**src/rtl/lsu_axi_master.sv**
```systemverilog
// Load/store unit: turns one EXU memory request at a time into a single-beat AXI4
// read or write, with lane steering, load extension and explicit error reporting.
module lsu_axi_master #(
  parameter int ADDR_W = 32,
  parameter int DATA_W = 32,
  parameter int ID_W   = 4,
  localparam int LANES = DATA_W / 8,
  localparam int OFF_W = $clog2(LANES)
) (
  input  logic              clock,
  input  logic              reset,
  input  logic              req_valid,
  output logic              req_ready,
  input  logic [ADDR_W-1:0] req_addr,
  input  logic              req_wen,
  input  logic [DATA_W-1:0] req_wdata,
  input  logic [1:0]        req_size,
  input  logic              req_signed,
  output logic              rsp_valid,
  output logic [DATA_W-1:0] rsp_rdata,
  output logic              rsp_err,
  output logic              io_master_awvalid,
  output logic [ADDR_W-1:0] io_master_awaddr,
  output logic [ID_W-1:0]   io_master_awid,
  output logic [7:0]        io_master_awlen,
  output logic [2:0]        io_master_awsize,
  output logic [1:0]        io_master_awburst,
  input  logic              io_master_awready,
  output logic              io_master_wvalid,
  output logic [DATA_W-1:0] io_master_wdata,
  output logic [LANES-1:0]  io_master_wstrb,
  output logic              io_master_wlast,
  input  logic              io_master_wready,
  input  logic              io_master_bvalid,
  input  logic [1:0]        io_master_bresp,
  input  logic [ID_W-1:0]   io_master_bid,
  output logic              io_master_bready,
  output logic              io_master_arvalid,
  output logic [ADDR_W-1:0] io_master_araddr,
  output logic [ID_W-1:0]   io_master_arid,
  output logic [7:0]        io_master_arlen,
  output logic [2:0]        io_master_arsize,
  output logic [1:0]        io_master_arburst,
  input  logic              io_master_arready,
  input  logic              io_master_rvalid,
  input  logic [DATA_W-1:0] io_master_rdata,
  input  logic [1:0]        io_master_rresp,
  input  logic [ID_W-1:0]   io_master_rid,
  input  logic              io_master_rlast,
  output logic              io_master_rready
);

  localparam int BIT_W = $clog2(DATA_W);

  typedef enum logic [2:0] {IDLE, WR, WRESP, RADDR, RDATA, ERR} state_t;

  state_t              state_reg, state_next;
  logic [ADDR_W-1:0]   addr_reg, addr_next;
  logic [DATA_W-1:0]   wdata_reg, wdata_next;
  logic [LANES-1:0]    strb_reg, strb_next;
  logic [1:0]          size_reg, size_next;
  logic                signed_reg, signed_next;
  logic [ID_W-1:0]     id_reg, id_next;
  logic [ID_W-1:0]     id_cnt_reg, id_cnt_next;
  logic                aw_done_reg, aw_done_next;
  logic                w_done_reg, w_done_next;
  logic                rsp_valid_reg, rsp_valid_next;
  logic                rsp_err_reg, rsp_err_next;
  logic [DATA_W-1:0]   rsp_rdata_reg, rsp_rdata_next;

  logic [OFF_W-1:0]    req_off, rd_off;
  logic                misaligned;
  logic [LANES-1:0]    req_strb;
  logic [DATA_W-1:0]   req_wdata_steer, rd_shift, load_ext;
  int                  load_nbits;
  logic                load_sign;
  logic                aw_hs, w_hs, b_err, r_err;

  // Request-side alignment check and store lane steering, computed before latching.
  always_comb begin
    req_off         = req_addr[OFF_W-1:0];
    misaligned      = (int'(req_size) > OFF_W) ||
                      ((req_off & OFF_W'((1 << req_size) - 1)) != '0);
    req_strb        = LANES'(((1 << (1 << req_size)) - 1) << req_off);
    req_wdata_steer = req_wdata << {req_off, 3'b000};
  end

  // Load path: shift the addressed bytes down, then mask and extend above the access width.
  always_comb begin
    rd_off     = addr_reg[OFF_W-1:0];
    rd_shift   = io_master_rdata >> {rd_off, 3'b000};
    load_nbits = 8 << size_reg;
    load_sign  = signed_reg & rd_shift[BIT_W'(load_nbits - 1)];
  end

  for (genvar gi = 0; gi < DATA_W; gi++) begin : g_ext
    assign load_ext[gi] = (gi < load_nbits) ? rd_shift[gi] : load_sign;
  end

  assign aw_hs = io_master_awvalid && io_master_awready;
  assign w_hs  = io_master_wvalid && io_master_wready;
  assign b_err = (io_master_bid != id_reg) || (io_master_bresp != 2'b00);
  assign r_err = (io_master_rid != id_reg) || (io_master_rresp != 2'b00) || !io_master_rlast;

  always_comb begin
    state_next     = state_reg;
    addr_next      = addr_reg;
    wdata_next     = wdata_reg;
    strb_next      = strb_reg;
    size_next      = size_reg;
    signed_next    = signed_reg;
    id_next        = id_reg;
    id_cnt_next    = id_cnt_reg;
    aw_done_next   = aw_done_reg;
    w_done_next    = w_done_reg;
    rsp_valid_next = 1'b0;
    rsp_err_next   = 1'b0;
    rsp_rdata_next = '0;
    case (state_reg)
      IDLE: begin
        if (req_valid && req_ready) begin
          addr_next    = req_addr;
          wdata_next   = req_wdata_steer;
          strb_next    = req_strb;
          size_next    = req_size;
          signed_next  = req_signed;
          id_next      = id_cnt_reg;
          id_cnt_next  = id_cnt_reg + ID_W'(1);
          aw_done_next = 1'b0;
          w_done_next  = 1'b0;
          if (misaligned)   state_next = ERR;
          else if (req_wen) state_next = WR;
          else              state_next = RADDR;
        end
      end
      WR: begin
        aw_done_next = aw_done_reg | aw_hs;
        w_done_next  = w_done_reg | w_hs;
        if ((aw_done_reg | aw_hs) && (w_done_reg | w_hs)) state_next = WRESP;
      end
      WRESP: begin
        if (io_master_bvalid) begin
          rsp_valid_next = 1'b1;
          rsp_err_next   = b_err;
          state_next     = IDLE;
        end
      end
      RADDR: begin
        if (io_master_arready) state_next = RDATA;
      end
      RDATA: begin
        if (io_master_rvalid) begin
          rsp_valid_next = 1'b1;
          rsp_err_next   = r_err;
          rsp_rdata_next = r_err ? '0 : load_ext;
          state_next     = IDLE;
        end
      end
      ERR: begin
        rsp_valid_next = 1'b1;
        rsp_err_next   = 1'b1;
        state_next     = IDLE;
      end
      default: state_next = IDLE;
    endcase
  end

  always_ff @(posedge clock) begin
    if (reset) begin
      state_reg     <= IDLE;
      addr_reg      <= '0;
      wdata_reg     <= '0;
      strb_reg      <= '0;
      size_reg      <= '0;
      signed_reg    <= 1'b0;
      id_reg        <= '0;
      id_cnt_reg    <= '0;
      aw_done_reg   <= 1'b0;
      w_done_reg    <= 1'b0;
      rsp_valid_reg <= 1'b0;
      rsp_err_reg   <= 1'b0;
      rsp_rdata_reg <= '0;
    end else begin
      state_reg     <= state_next;
      addr_reg      <= addr_next;
      wdata_reg     <= wdata_next;
      strb_reg      <= strb_next;
      size_reg      <= size_next;
      signed_reg    <= signed_next;
      id_reg        <= id_next;
      id_cnt_reg    <= id_cnt_next;
      aw_done_reg   <= aw_done_next;
      w_done_reg    <= w_done_next;
      rsp_valid_reg <= rsp_valid_next;
      rsp_err_reg   <= rsp_err_next;
      rsp_rdata_reg <= rsp_rdata_next;
    end
  end

  // The response cycle blocks acceptance so the EXU sees the pulse before the next request.
  assign req_ready = (state_reg == IDLE) && !rsp_valid_reg;
  assign rsp_valid = rsp_valid_reg;
  assign rsp_err   = rsp_err_reg;
  assign rsp_rdata = rsp_rdata_reg;

  assign io_master_awvalid = (state_reg == WR) && !aw_done_reg;
  assign io_master_awaddr  = addr_reg;
  assign io_master_awid    = id_reg;
  assign io_master_awlen   = 8'd0;
  assign io_master_awsize  = {1'b0, size_reg};
  assign io_master_awburst = 2'b01;
  assign io_master_wvalid  = (state_reg == WR) && !w_done_reg;
  assign io_master_wdata   = wdata_reg;
  assign io_master_wstrb   = strb_reg;
  assign io_master_wlast   = 1'b1;
  assign io_master_bready  = (state_reg == WRESP);
  assign io_master_arvalid = (state_reg == RADDR);
  assign io_master_araddr  = addr_reg;
  assign io_master_arid    = id_reg;
  assign io_master_arlen   = 8'd0;
  assign io_master_arsize  = {1'b0, size_reg};
  assign io_master_arburst = 2'b01;
  assign io_master_rready  = (state_reg == RDATA);

endmodule

```
**config.mk**
```make
export PLATFORM = sky130hd
export DESIGN_NAME = lsu_axi_master
export DESIGN_NICKNAME = d
export VERILOG_FILES = /design/src/rtl/lsu_axi_master.sv
export SDC_FILE = /design/constraint.sdc
export NUM_CORES = 1
export LEC_CHECK = 0
export BUFFER_PORTS_ARGS = -buffer_cell sky130_fd_sc_hd__buf_4
export CAP_MARGIN = 20
export CELL_PAD_IN_SITES_DETAIL_PLACEMENT = 1
export CELL_PAD_IN_SITES_GLOBAL_PLACEMENT = 1
export CORE_MARGIN = 2
export CORE_UTILIZATION = 35
export CTS_BUF_LIST = sky130_fd_sc_hd__clkbuf_8
export CTS_CLUSTER_SIZE = 8
export DETAILED_ROUTE_END_ITERATION = 16
export HOLD_SLACK_MARGIN = 0.12
export PLACE_DENSITY = 0.89
export SLEW_MARGIN = 10
export SYNTH_ARGS = -nofsm -noshare
export SYNTH_HDL_FRONTEND = slang
export SYNTH_SLANG_ARGS = --single-unit
```
**constraint.sdc**
```tcl
create_clock -name clock -period 3.4 [get_ports clock]
set_input_delay 0.68 -clock clock [delete_from_list [all_inputs] [get_ports clock]]
set_output_delay 0.68 -clock clock [all_outputs]
set_load 0.03 [all_outputs]
```
==> summary.md <==
| Metric | Value |
|---|---|
| Status | `finished clean` |
| Int Pwr | `between 3000 and 4000 µW` |
| Fmax | `a little over 0.4 GHz` |
| Hold Path Depth | `2` |
| Synth Area in XOR/XNOR | `1.719%` |
| CP Max Fanout | `22` |
| Clock Sinks | `between 100 and 150` |
| Share of cells above drive strength 1 | `roughly two fifths` |
| Root Driver | `clkbuf_8` |
| Post-synthesis cell area | `approximately 5600 µm²` |
| Min-Delay Startpoint | `io_master_wdata[0]` |
| Synth Area in Compound Gates | `16.57%` |
| Top cells by area, synth | `dfxtp_1 (42%), buf_4 (8.2%), a21oi_1 (8.0%)` |
| CTS max path bufs | `2` |
| Placed insts | `around 1100` |
| Post-layout min period | `between 2 and 2.5 ns` |
| Pwr Density | `686.4 nW/µm²` |
| Initial DRC Count | `180` |
| R2R setup slack | `0.92 ns` |
| FF-to-FF path depth | `6` |
| Pre-antenna DRT Iters | `4` |
| Filler instances | `about 1900` |
| Crit path DAT | `2.84 ns` |
| Post-CTS Setup Bufs | `0` |
| RR Startpoint | `state_reg[0]` |
| Die area | `~17000 µm²` |
| Clk Latency, worst-skew pair | `between 0.4 and 0.5 ns` |
| Yosys warning total | `0` |
| Synthesis-stage register bit count | `around 120` |
| Post-synthesis sequential area ratio | `a little over two fifths` |
| CTS tree | `built` |
| Most common cell after layout, fill and taps aside | `buf_4` |
| Slowest-stage cell, CP | `nand3b_1` |
| # resized after CTS | `0` |
| Die height | `around 130 µm` |
| Reg power frac | `33.4%` |
| Buf/Inv on CP | `1` |
| HPWL after detailed placement | `14230 µm` |
| RSZ-0062 raised after global routing | `no` |
| Setup TNS | `0 ns` |
| Fraction of registers with async set/reset | `0%` |
| CP max stage delay | `~0.66 ns` |
| Combinational share of power | `a little over two fifths` |
| CTS hold repair buffers | `0` |
| Final critical-path share of the clock period | `~73%` |
| DRC violation count after routing | `0` |
| Clock group share of total power | `between 20% and 30%` |
| WL/cell | `about 17 µm` |
| Routed Antenna Nets | `0` |
| Total gr overflow | `0` |
| # port buffers | `about 270` |
| Slew margin rel. | `a little under 40%` |
| Layout area overhead | `39.05%` |
| TritonCTS Buffers | `17` |
| Critical path launch point type | `flip-flop` |
| Syn avg cell area | `8.302 µm²` |
| Num ports | `slightly below 300` |
| Total track usage | `between 20 and 25%` |
| FF-to-FF End | `io_master_wstrb[2]` |
| Final Hold Viols | `0` |
| Initial antenna violation count | `0` |
| Number of global-route vias before repair | `approximately 5700` |
| Net Sw Frac | `between 40% and 50%` |
| Core Area | `~16000 µm²` |
| HP Class | `flip-flop to flip-flop` |
| P_leak | `about 0.0034 µW` |
| Initial core utilization | `a little over a third` |
| Maxcap violations | `0` |
| Critical path class | `flip-flop to flip-flop` |
| Net switching power | `approximately 2300 µW` |
| Top delay family on crit path | `simple AND/OR/NAND/NOR gates` |
| Post-Synth Simple-Gate Area | `approximately a fifth` |
| Top cell type's share of synthesized area | `42.15%` |
| Distinct cells, synth | `between 40 and 50` |
| Largest family of logic cells by synthesized area | `simple AND/OR/NAND/NOR gates` |
| Main synth FF type | `dfxtp_1` |
| Worst vdd rail ir drop | `about 0.00031 V` |
| Via/cell ratio | `~4.9` |
| Row cnt | `between 40 and 50` |
| Clk slew on worst S/H paths | `around 0.07 ns` |
| Final nets | `1012` |
| Hold worst-path end | `io_master_wdata[0]` |
| CP Cell Sequence | `nor3_1 > nand3b_1 > buf_4 > a211oi_1 > a21oi_1 > nor2_1` |
| H-Tree Depth | `4` |
| Clock skew after layout | `about 0.013 ns` |
| Area leader, netlist | `dfxtp_1` |
| Setup violations, final | `0` |
| Synth Area in Adders | `less than 1%` |
| Commonest cells after routing, fill and taps aside | `buf_4 (284), dfxtp_1 (118), nand2_1 (110)` |
| RePlAce Congestion | `approximately 0.8` |
| Actual slew at the worst max-slew pin | `around 0.90 ns` |
| CP Capture Type | `flip-flop` |
| First-pass GRT wire length | `28460 µm` |
| ANT cells | `0` |
| Max Slew Vio Count | `0` |
| Fin cells | `between 1000 and 1500` |
| Post-synth EDFFs | `0` |
| Req. time, crit path | `approximately 3.8 ns` |
| Multiplexer area fraction after synthesis | `~7.5%` |
| Largest net degree at the start of global routing | `52` |
| Via count | `roughly 5500` |
| Post-Syn Instances | `675` |
| Detailed Route WL | `between 15000 and 20000 µm` |
| Die W | `130.5 µm` |
tightest hold or removal path: stages, from the launching register on:
cell	delay, ns
dfxtp_1	0.31
nand2_1	0.05
a21oi_1	0.05
worst max path at each step:
stage | from | end | slack, ns | cells after the start
6_report | state_reg[0] | io_master_wstrb[2] | 0.92 | 6
5_1_grt | state_reg[0] | io_master_wdata[14] | 0.63 | 6
4_1_cts | state_reg[0] | io_master_wvalid | 0.91 | 3
3_5_place_dp | io_master_rid[2] | rsp_rdata[6] | 1.0 | 7
3_3_place_gp | state_reg[0] | io_master_wstrb[2] | 1.01 | 6
2_1_floorplan | state_reg[0] | req_ready | 1.23 | 2
per-layer routing:
| metal | vias to the layer above | GRT usage [%] | wire length, µm |
|---|---|---|---|
| li1 | 2653 | - | - |
| met1 | 2603 | 22.10 | 7081 |
| met2 | 203 | 40.44 | 9803 |
| met3 | 27 | 8.062 | 1604 |
| met4 | 0 | 7.635 | 330 |
| met5 | - | 0 | 0 |
cell type report:
type / count / area (µm²) / area share [%]
tap: 216 / 270.3 / 3.468
inverter: 5 / 18.77 / 0.2408
sequential: 118 / 2362 / 30.31
clock buffer: 19 / 261.5 / 3.356
clock inverter: 11 / 111.4 / 1.429
timing repair buffer: 284 / 2132 / 27.36
multi-input combinational: 463 / 2636 / 33.83
power by group through the flow:
stage	combinational (µW)	clock [µW]	sequential, µW
finish	2320	1240	1790
CTS	2340	1280	1790
floorplan	1310	0	2090
global route	2500	1350	1820
detailed placement	2330	0	1810
global placement	2290	0	1800
kinds of logic after synthesis:
logic type,count (synthesis)
xor+xnor,11
flops,118
mux,40
other cells,2
fa+ha+maj,2
simple gates,238
buf+inv,115
compound gates,149
cells in the mapped netlist, types with 2 or more instances:
cell / number
a221oi_1: 7
buf_6: 2
a211oi_2: 7
o21ai_0: 6
mux2_2: 16
nor3_2: 5
nand2_1: 110
buf_4: 61
conb_1: 2
nand2b_1: 3
inv_1: 4
nor4_1: 2
buf_2: 12
nand3_1: 10
or4b_2: 2
nand3b_1: 4
clkbuf_1: 26
ha_1: 2
xor2_1: 6
nor3b_1: 3
o211ai_1: 2
nor2_1: 55
a211oi_1: 28
nor2b_1: 13
nor3_1: 25
mux2i_1: 24
dfxtp_1: 118
xnor2_1: 5
buf_1: 9
nand4_1: 2
a21oi_1: 90
through the flow:
stage / util (%) / cell area, µm² / setup slack, ns / hold WS, ns / power [µW]
global placement: 47.05 / 7420 / 1.014 / 0.4405 / 4091
CTS: 49.41 / 7792 / 0.9134 / 0.4548 / 5414
floorplan: - / 5683 / 1.225 / 0.4437 / 3400
finish: 49.41 / 7792 / 0.9222 / 0.4567 / 5349
global route: 49.41 / 7792 / 0.6290 / 0.4628 / 5668
detailed placement: 47.05 / 7420 / 0.9987 / 0.4471 / 4142
(Power assumes the default switching activity.)
